==> src/rtl/pipe_pkg.sv <==
// Shared definitions for the ID/EX stage: bubble encoding, forwarding select
// codes and the packed ID/EX register layout.
package pipe_pkg;

  localparam int unsigned XLEN = 32;
  localparam int unsigned OPW  = 5;

  localparam logic [OPW-1:0] NOP_OP = 5'b11111;

  typedef enum logic [1:0] {
    FWD_RF,
    FWD_EXMEM,
    FWD_MEMWB
  } fwd_sel_e;

  typedef struct packed {
    logic            valid;
    logic [OPW-1:0]  op_code;
    logic [XLEN-1:0] rs1_data;
    logic [XLEN-1:0] rs2_data;
    logic [XLEN-1:0] imm;
    logic [4:0]      rs1_addr;
    logic [4:0]      rs2_addr;
    logic [4:0]      rd_addr;
    logic            alu_src;
    logic            reg_write;
    logic            mem_read;
    logic            mem_write;
    logic            mem_to_reg;
  } id_ex_t;

  // A bubble is an all-zero record carrying the NOP opcode.
  function automatic id_ex_t bubble_f();
    id_ex_t b;
    b         = '0;
    b.op_code = NOP_OP;
    return b;
  endfunction

endpackage

==> src/rtl/fwd_mux.sv <==
// Operand select for one ALU source: EX/MEM result, MEM/WB write-back data or
// the register-file value captured in ID/EX. x0 is never forwarded.
module fwd_mux
  import pipe_pkg::*;
#(
  parameter int unsigned W = 32
) (
  input  logic [4:0]   rs_addr_i,
  input  logic [W-1:0] rf_data_i,
  input  logic [4:0]   exmem_rd_i,
  input  logic         exmem_we_i,
  input  logic [W-1:0] exmem_data_i,
  input  logic [4:0]   memwb_rd_i,
  input  logic         memwb_we_i,
  input  logic [W-1:0] memwb_data_i,
  output logic [W-1:0] data_o
);

  fwd_sel_e sel;

  // Youngest producer wins: EX/MEM before MEM/WB before the register file.
  always_comb begin
    sel = FWD_RF;
    if (exmem_we_i && (exmem_rd_i != 5'd0) && (exmem_rd_i == rs_addr_i)) begin
      sel = FWD_EXMEM;
    end else if (memwb_we_i && (memwb_rd_i != 5'd0) && (memwb_rd_i == rs_addr_i)) begin
      sel = FWD_MEMWB;
    end
  end

  // Operand data for the selected source.
  always_comb begin
    data_o = rf_data_i;
    case (sel)
      FWD_EXMEM: data_o = exmem_data_i;
      FWD_MEMWB: data_o = memwb_data_i;
      default:   data_o = rf_data_i;
    endcase
  end

endmodule

==> src/rtl/id_ex_stage.sv <==
// ID/EX pipeline register with operand forwarding and load-use detection.
// Build option ID_EX_FORWARDING_EN: when defined, operands are forwarded from
// EX/MEM and MEM/WB and only load-use hazards stall. When undefined, the
// forwarding selects are tied off (operands come from the registered
// register-file data) and any RAW hazard against ID/EX or EX/MEM stalls.
module id_ex_stage
  import pipe_pkg::*;
#(
  parameter int unsigned REGF_WIDTH = 32,
  parameter int unsigned OP_code    = 5
) (
  input  logic                  clk,
  input  logic                  rst,
  input  logic                  stall,
  input  logic                  flush,
  input  logic                  id_valid,
  input  logic [OP_code-1:0]    id_op_code,
  input  logic [REGF_WIDTH-1:0] id_rs1_data,
  input  logic [REGF_WIDTH-1:0] id_rs2_data,
  input  logic [REGF_WIDTH-1:0] id_imm,
  input  logic [4:0]            id_rs1_addr,
  input  logic [4:0]            id_rs2_addr,
  input  logic [4:0]            id_rd_addr,
  input  logic                  id_alu_src,
  input  logic                  id_reg_write,
  input  logic                  id_mem_read,
  input  logic                  id_mem_write,
  input  logic                  id_mem_to_reg,
  input  logic [4:0]            exmem_rd_addr,
  input  logic                  exmem_reg_write,
  input  logic [REGF_WIDTH-1:0] exmem_alu_result,
  input  logic [4:0]            memwb_rd_addr,
  input  logic                  memwb_reg_write,
  input  logic [REGF_WIDTH-1:0] memwb_wdata,
  output logic                  load_use_stall,
  output logic                  ex_valid,
  output logic [OP_code-1:0]    ex_op_code,
  output logic [REGF_WIDTH-1:0] ex_source1,
  output logic [REGF_WIDTH-1:0] ex_source2,
  output logic [REGF_WIDTH-1:0] ex_store_data,
  output logic [4:0]            ex_rd_addr,
  output logic                  ex_reg_write,
  output logic                  ex_mem_read,
  output logic                  ex_mem_write,
  output logic                  ex_mem_to_reg
);

  id_ex_t id_ex_q;
  id_ex_t id_ex_d;

  logic                  hazard;
  logic                  exmem_fwd_we;
  logic                  memwb_fwd_we;
  logic [REGF_WIDTH-1:0] rs1_fwd;
  logic [REGF_WIDTH-1:0] rs2_fwd;

  logic rs1_hit_idex;
  logic rs2_hit_idex;
  assign rs1_hit_idex = (id_rs1_addr == id_ex_q.rd_addr);
  assign rs2_hit_idex = (id_rs2_addr == id_ex_q.rd_addr);

`ifdef ID_EX_FORWARDING_EN
  assign exmem_fwd_we = exmem_reg_write;
  assign memwb_fwd_we = memwb_reg_write;

  // Only a load in EX cannot be forwarded in time; everything else is bypassed.
  always_comb begin
    hazard = id_ex_q.valid && id_ex_q.mem_read && (id_ex_q.rd_addr != 5'd0) &&
             id_valid && (rs1_hit_idex || rs2_hit_idex);
  end
`else
  // Forwarding disabled: selects tied low so both muxes pass register-file data.
  assign exmem_fwd_we = 1'b0;
  assign memwb_fwd_we = 1'b0;

  // MEM/WB is never a hazard here: the register file writes before it reads.
  logic unused_memwb_we;
  assign unused_memwb_we = memwb_reg_write;

  // Any RAW dependency on ID/EX or EX/MEM must wait for write-back.
  always_comb begin
    hazard = id_valid &&
             ((id_ex_q.valid && id_ex_q.reg_write && (id_ex_q.rd_addr != 5'd0) &&
               (rs1_hit_idex || rs2_hit_idex)) ||
              (exmem_reg_write && (exmem_rd_addr != 5'd0) &&
               ((id_rs1_addr == exmem_rd_addr) || (id_rs2_addr == exmem_rd_addr))));
  end
`endif

  // A redirect discards the consumer, so no stall is requested during flush.
  assign load_use_stall = hazard && !flush;

  // Next ID/EX contents: flush > stall > hazard bubble > normal load.
  always_comb begin
    id_ex_d = id_ex_q;
    if (flush) begin
      id_ex_d = bubble_f();
    end else if (stall) begin
      id_ex_d = id_ex_q;
    end else if (hazard) begin
      id_ex_d = bubble_f();
    end else begin
      id_ex_d.valid      = id_valid;
      id_ex_d.op_code    = id_op_code;
      id_ex_d.rs1_data   = id_rs1_data;
      id_ex_d.rs2_data   = id_rs2_data;
      id_ex_d.imm        = id_imm;
      id_ex_d.rs1_addr   = id_rs1_addr;
      id_ex_d.rs2_addr   = id_rs2_addr;
      id_ex_d.rd_addr    = id_rd_addr;
      id_ex_d.alu_src    = id_alu_src;
      id_ex_d.reg_write  = id_reg_write;
      id_ex_d.mem_read   = id_mem_read;
      id_ex_d.mem_write  = id_mem_write;
      id_ex_d.mem_to_reg = id_mem_to_reg;
    end
  end

  // ID/EX register; reset loads a bubble.
  always_ff @(posedge clk or posedge rst) begin
    if (rst) begin
      id_ex_q <= bubble_f();
    end else begin
      id_ex_q <= id_ex_d;
    end
  end

  fwd_mux #(.W(REGF_WIDTH)) u_fwd_rs1 (
    .rs_addr_i    (id_ex_q.rs1_addr),
    .rf_data_i    (id_ex_q.rs1_data),
    .exmem_rd_i   (exmem_rd_addr),
    .exmem_we_i   (exmem_fwd_we),
    .exmem_data_i (exmem_alu_result),
    .memwb_rd_i   (memwb_rd_addr),
    .memwb_we_i   (memwb_fwd_we),
    .memwb_data_i (memwb_wdata),
    .data_o       (rs1_fwd)
  );

  fwd_mux #(.W(REGF_WIDTH)) u_fwd_rs2 (
    .rs_addr_i    (id_ex_q.rs2_addr),
    .rf_data_i    (id_ex_q.rs2_data),
    .exmem_rd_i   (exmem_rd_addr),
    .exmem_we_i   (exmem_fwd_we),
    .exmem_data_i (exmem_alu_result),
    .memwb_rd_i   (memwb_rd_addr),
    .memwb_we_i   (memwb_fwd_we),
    .memwb_data_i (memwb_wdata),
    .data_o       (rs2_fwd)
  );

  assign ex_valid      = id_ex_q.valid;
  assign ex_op_code    = id_ex_q.op_code;
  assign ex_source1    = rs1_fwd;
  assign ex_source2    = id_ex_q.alu_src ? id_ex_q.imm : rs2_fwd;
  assign ex_store_data = rs2_fwd;
  assign ex_rd_addr    = id_ex_q.rd_addr;
  assign ex_reg_write  = id_ex_q.reg_write;
  assign ex_mem_read   = id_ex_q.mem_read;
  assign ex_mem_write  = id_ex_q.mem_write;
  assign ex_mem_to_reg = id_ex_q.mem_to_reg;

endmodule

==> config.mk <==
export PLATFORM = sky130hd
export DESIGN_NAME = id_ex_stage
export DESIGN_NICKNAME = d
export VERILOG_FILES = /design/src/rtl/pipe_pkg.sv /design/src/rtl/fwd_mux.sv /design/src/rtl/id_ex_stage.sv
export SDC_FILE = /design/constraint.sdc
export NUM_CORES = 1
export LEC_CHECK = 0
export BUFFER_PORTS_ARGS = -buffer_cell sky130_fd_sc_hd__buf_2
export CAP_MARGIN = 20
export CORE_ASPECT_RATIO = 0.5
export CORE_UTILIZATION = 50
export DETAILED_ROUTE_END_ITERATION = 6
export PLACE_DENSITY_LB_ADDON = 0.15
export SKIP_CTS_REPAIR_TIMING = 1
export SYNTH_ARGS = -nofsm -noshare
export SYNTH_HDL_FRONTEND = slang
export SYNTH_HIERARCHICAL = 1
export SYNTH_SLANG_ARGS = --single-unit
==> constraint.sdc <==
create_clock -name clk -period 4.2 [get_ports clk]
set_input_delay 0.21 -clock clk [delete_from_list [all_inputs] [get_ports clk]]
set_output_delay 0.21 -clock clk [all_outputs]
set_load 0.01 [all_outputs]
---- Word-level counts from Yosys, hierarchy flattened ----
Index checks and enable logic that the tools add are counted.
word-level totals
  bits in registers ....................... 112
  input port bits ......................... 202
  output and inout bits ................... 112
  word-level logic and storage cells ...... 33
operators by class
  equality and inequality tests ........... 5
  muxes and demuxes ....................... 4
  reduce and logical (&&, ||, !) cells .... 13
operators with widths
  kind                count
  $mux 122            3
  $mux 32             1
  $eq 5x5->1          4
  $reduce_bool 5->1   2
  $logic_and 1x1->1   7
  $logic_or 1x1->1    3
  $ne 2x1->1 const B  1
  $logic_not 1->1     1

---- Logic depth before layout (Yosys ltp) ----
  word-level depth ........................ 8
  depth in mapped cells ................... 7
  mapped depth without buffers ............ 5

---- Cells and area by module ----
Netlist, hierarchy kept.
modules (own cells, without submodules)
  module       instances  cells each  area an instance (sq um)  sequential area each (sq um)
  id_ex_stage  1          371         5,101.1                   3,059.2
  fwd_mux      2          180         1,520.2                   0.0

---- Least setup slack after synthesis ----
No wires, ideal clock.
  path kind ............................... reg-to-reg
  from .................................... reg id_ex_q, in the netlist ex_rd_addr[1]
  to ...................................... reg id_ex_q[4] (netlist bit)
  setup time .............................. 0.067 ns
  arrival time ............................ 2.002 ns
  data required time ...................... 4.133 ns
  slack ................................... 2.132 ns
  stages on the path, launching flop included .. 8
  path buffers ............................ 2
  period minus slack after synthesis ...... 2.068 ns
  path through ............................ dfrtp_1 > or3_1 > o311a_1 > and2_1 > a221oi_2 > buf_6 > buf_6 > a22o_1
between the ends
  cells in the longest elaborated chain, start to end .. 8
  elaborated cells on any way between the ends .. 11
  classes of those cells .................. eq/ne: 2; mux: 3; reduce/logical: 6
ends and longest elaborated chain
  item                                                   RTL line                              text
  start: declaration                                     id_ex_stage.sv:48                     id_ex_t id_ex_q;
  start signal: assignment                               id_ex_stage.sv:122                    id_ex_q <= bubble_f();
  start signal: assignment                               id_ex_stage.sv:124                    id_ex_q <= id_ex_d;
  $eq 5x5->1 (tied with other cells)                     id_ex_stage.sv:59                     assign rs1_hit_idex = (id_rs1_addr == id_ex_q.rd_addr);
  $logic_or 1x1->1 or $logic_and 1x1->1 (tied branches)  id_ex_stage.sv:84, id_ex_stage.sv:83
  $logic_and 1x1->1 (*)                                  id_ex_stage.sv:83                     ((id_ex_q.valid && id_ex_q.reg_write && (id_ex_q.rd_addr != 5'd0) &&
  $logic_or 1x1->1 (*)                                   id_ex_stage.sv:84                     (rs1_hit_idex || rs2_hit_idex)) ||
  $logic_and 1x1->1 (*)                                  id_ex_stage.sv:82                     hazard = id_valid &&
  $mux 122 (*)                                           id_ex_stage.sv:100                    end else if (hazard) begin
  $mux 122 (*)                                           id_ex_stage.sv:98                     end else if (stall) begin
  $mux 122 (*)                                           id_ex_stage.sv:96                     if (flush) begin
Every way passes the cells marked *; elsewhere a longest branch is shown, timed or not. The select of a mux whose other input is x is not followed.
A chain may end at the register's enable or synchronous reset.

---- Final worst setup path ----
  from .................................... reg id_ex_q, in the netlist ex_rd_addr[1]
  to ...................................... reg id_ex_q[29] (netlist bit)
Same word-level chain as after synthesis.

==> run_results.csv <==
group,metric,value,unit
drt,drcViolationCount,0,
worst_setup_path,crit_path_end_kind,"register",
logic_synthesis,syn_area_per_cell,11.1,um^2
drt,first_pass_iters,4,
clocking,root_buffer,"clkbuf_16",
floorplanning,core-area,15700,um^2
worst_setup_path,crit_required,4.54,ns
floorplanning,fp.dieW,182,um
worst_setup_path,critPathKind,"register to register",
clocking,clk_path_buf_depth,2,
sta,tightest_slew,2.19,ns
sta,setup_viol,0,
global_route,antenna_found_initial,7,
sta,relSlewSlack,-46.3,%
global_route,grt_max_degree,98,
flow_run,cap_violations,0,
final_layout,drive_gt1_share,48.0,%
drt,vias,7743,
run_status,violations,"negative hold slack, max-slew violations",
logic_synthesis,yosysWarnings,6,
clocking,tritoncts,"built",
worst_hold_path,holdPathEnd,"ex_op_code[0]$_DFFE_PP1P_",
global_route,grt_usage,33.8,%
place,dp_hpwl,18.8,mm
drt,wl,28.4,mm
pwr,ir_drop,277,uV
pwr,static-leakage-power,4.47,nW
global_route,grt_pass1_vias,7252,
place,routabilityCongestion,0.975,
drt,viasPerCell,6.37,
clocking,clk_latency,0.41,ns
worst_hold_path,hp-class,"primary input to register",
floorplanning,rows,32,
logic_synthesis,yosys.area.top_type,"dfrtp_1",
floorplanning,ios,314,
sta,fmax,382,MHz
floorplanning,die_h,92.2,um
drt,wl_per_cell,23.3,um
logic_synthesis,synth_area,8140,um^2
logic_synthesis,synth_top_area_share,36.0,%
logic_synthesis,synthCells,731,
worst_hold_path,min_from,"id_op_code[0]",
sta,tns,0,ns
logic_synthesis,synth-main-ff-cell,"dfrtp_1",
floorplanning,die-area,16800,um^2
final_layout,final_util,64.2,%
worst_setup_path,ff2ff_setup_slack,1.58,ns
worst_setup_path,arrival,2.95,ns
final_layout,largest_reg_flops,107,
worst_setup_path,r2r-end,"id_ex_q[29]$_DFFE_PP0P_",
logic_synthesis,yosys-top-cells-area,"dfrtp_1 36%, a22o_1 12%, a31oi_2 8.9%, or4b_1 6.1%, o31ai_1 5.9%",
logic_synthesis,async_flop_share,100,%
final_layout,syn2layout_area_growth,23.4,%
sta,rsz0062_at_grt,"false",
sta,slew_violations,196,
pwr,powerDensity,352,nW/um^2
global_route,grt_first_pass_wirelength,43.1,mm
clocking,cts_made_buffers,17,
final_layout,final_nets,1179,
place,port_buffers,312,
worst_hold_path,min_delay_path_depth,3,
worst_setup_path,reg2reg_depth,6,
clocking,ctsHtreeMaxLevel,4,
sta,finalClockSkew,0.0105,ns
worst_setup_path,r2r_start,"ex_rd_addr[1]$_DFFE_PP0P_",
clocking,clkTransAtPathRegs,0.06,ns
worst_setup_path,cp_max_fo,62,
floorplanning,start_util,52.0,%
clocking,clkSinkCount,122,
logic_synthesis,synth_edf_count,0,
run_status,status,"finished with violations",
final_layout,largest_register,"id_ex_q",
sta,holdWs,-0.000588,ns
logic_synthesis,yosysSeqAreaShare,37.6,%
logic_synthesis,yosysMostFrequentCell,"dfrtp_1",
logic_synthesis,ys_seq_elements,122,
sta,hold_viol_final,1,
sta,min_period_over_period,62.4,%
worst_setup_path,startpoint_type,"register",
logic_synthesis,synth_cell_types,40,
global_route,grt-ovfl-total,0,
logic_synthesis,ys_top_cells_by_count,"117 x dfrtp_1, 116 x a22o_1, 64 x nor4_1, 64 x o31ai_1, 58 x a31oi_2",
drt,antenna_left,0,
sta,finalCriticalPeriod,2.62,ns
drt,drt_iter0_drc,713,
## worst max path at each step
stage | to | depth (start not counted) | startpoint
floorplan | ex_mem_read$_DFFE_PP0P_ | 1 | rst
global placement | id_ex_q[31]$_DFFE_PP0P_ | 6 | ex_rd_addr[1]$_DFFE_PP0P_
detailed placement | id_ex_q[56]$_DFFE_PP0P_ | 6 | ex_rd_addr[1]$_DFFE_PP0P_
CTS | id_ex_q[26]$_DFFE_PP0P_ | 6 | ex_rd_addr[1]$_DFFE_PP0P_
global route | id_ex_q[29]$_DFFE_PP0P_ | 6 | ex_rd_addr[1]$_DFFE_PP0P_
finish | id_ex_q[29]$_DFFE_PP0P_ | 6 | ex_rd_addr[1]$_DFFE_PP0P_
## final cells by class
type                       count  area, um^2
antenna                        4        10.0
sequential                   122        3060
fill                        1319        5610
inverter                       6        25.0
tap                          221         277
multi-input combinational    504        4410
clock buffer                  21         460
clock inverter                11         121
timing repair buffer         326        1680
## power by group
part	leakage [nW]	switching, W	internal, W
clock	0.283	0.000549	0.000903
combinational	2.58	0.000479	0.000307
sequential	1.61	0.0000514	0.00125
## layout by cell type (no fill, tap or decap), types with 2 or more instances in the layout
| master | synthesis | routed |
|---|---|---|
| bufinv_16 | 0 | 2 |
| or4b_2 | 14 | 14 |
| a22o_1 | 116 | 116 |
| clkbuf_16 | 0 | 17 |
| nor2_1 | 10 | 10 |
| buf_4 | 10 | 11 |
| a21oi_4 | 2 | 4 |
| a31oi_1 | 6 | 6 |
| conb_1 | 1 | 4 |
| nand2_1 | 8 | 8 |
| or3_1 | 3 | 3 |
| clkbuf_1 | 45 | 2 |
| a21oi_1 | 5 | 5 |
| dfstp_2 | 5 | 5 |
| a31oi_2 | 58 | 58 |
| and2_1 | 6 | 6 |
| nand3_1 | 6 | 6 |
| o22ai_1 | 2 | 2 |
| or4_4 | 2 | 2 |
| o31ai_1 | 64 | 64 |
| buf_2 | 17 | 312 |
| dfrtp_1 | 117 | 117 |
| xnor2_1 | 36 | 36 |
| clkinv_4 | 0 | 3 |
| diode_2 | 0 | 4 |
| mux2_2 | 32 | 32 |
| nand3_2 | 2 | 2 |
| clkinvlp_4 | 0 | 2 |
| clkbuf_8 | 0 | 2 |
| dlygate4sd3_1 | 0 | 2 |
| clkinv_2 | 0 | 4 |
| nor4_1 | 64 | 64 |
| or4_1 | 3 | 3 |
| inv_1 | 6 | 5 |
| or4b_1 | 50 | 50 |
## critical path, stage by stage, from the launching register on
cell	delay, ns
dfrtp_1	0.44
or3_1	0.41
o311a_1	0.31
and2_1	0.19
a221oi_4	0.30
buf_4	0.59
a22o_1	0.24
## kinds of logic (layout without fill, tap and decap cells)
family,after synthesis,after routing,synth area share (%)
XOR/XNOR,36,36,3.87
AO/OA/AOI/OAI,260,260,29.4
flip-flops,122,122,37.6
buffers and inverters,108,364,8.84
other,1,8,0.0461
multiplexers,32,32,4.43
AND/OR/NAND/NOR,172,172,15.8
## metrics by stage
step / cells / worst slack [ns] / instance area [um^2] / power, W / hold WS, ns
finish: 1215 / 1.58 / 10000 / 0.00354 / -0.000588
global route: 1213 / 1.50 / 10000 / 0.00367 / 0.00174
CTS: 1209 / 1.60 / 10000 / 0.00352 / -0.0249
detailed placement: 1177 / 1.64 / 9430 / 0.00207 / 0.411
global placement: 1177 / 1.67 / 9430 / 0.00205 / 0.414
floorplan: 734 / 0.756 / 8150 / 0.00181 / 0.298
## per-layer routing
| layer | vias to the layer above | track usage, % | routed length (um) |
|---|---|---|---|
| li1 | 3470 | - | - |
| met1 | 3793 | 49.3 | 13000 |
| met2 | 436 | 48.9 | 12100 |
| met5 | - | 0 | 23 |
| met4 | 4 | 8.40 | 485 |
| met3 | 40 | 9.57 | 2740 |
Note: power is estimated with default switching activity, not from simulation.
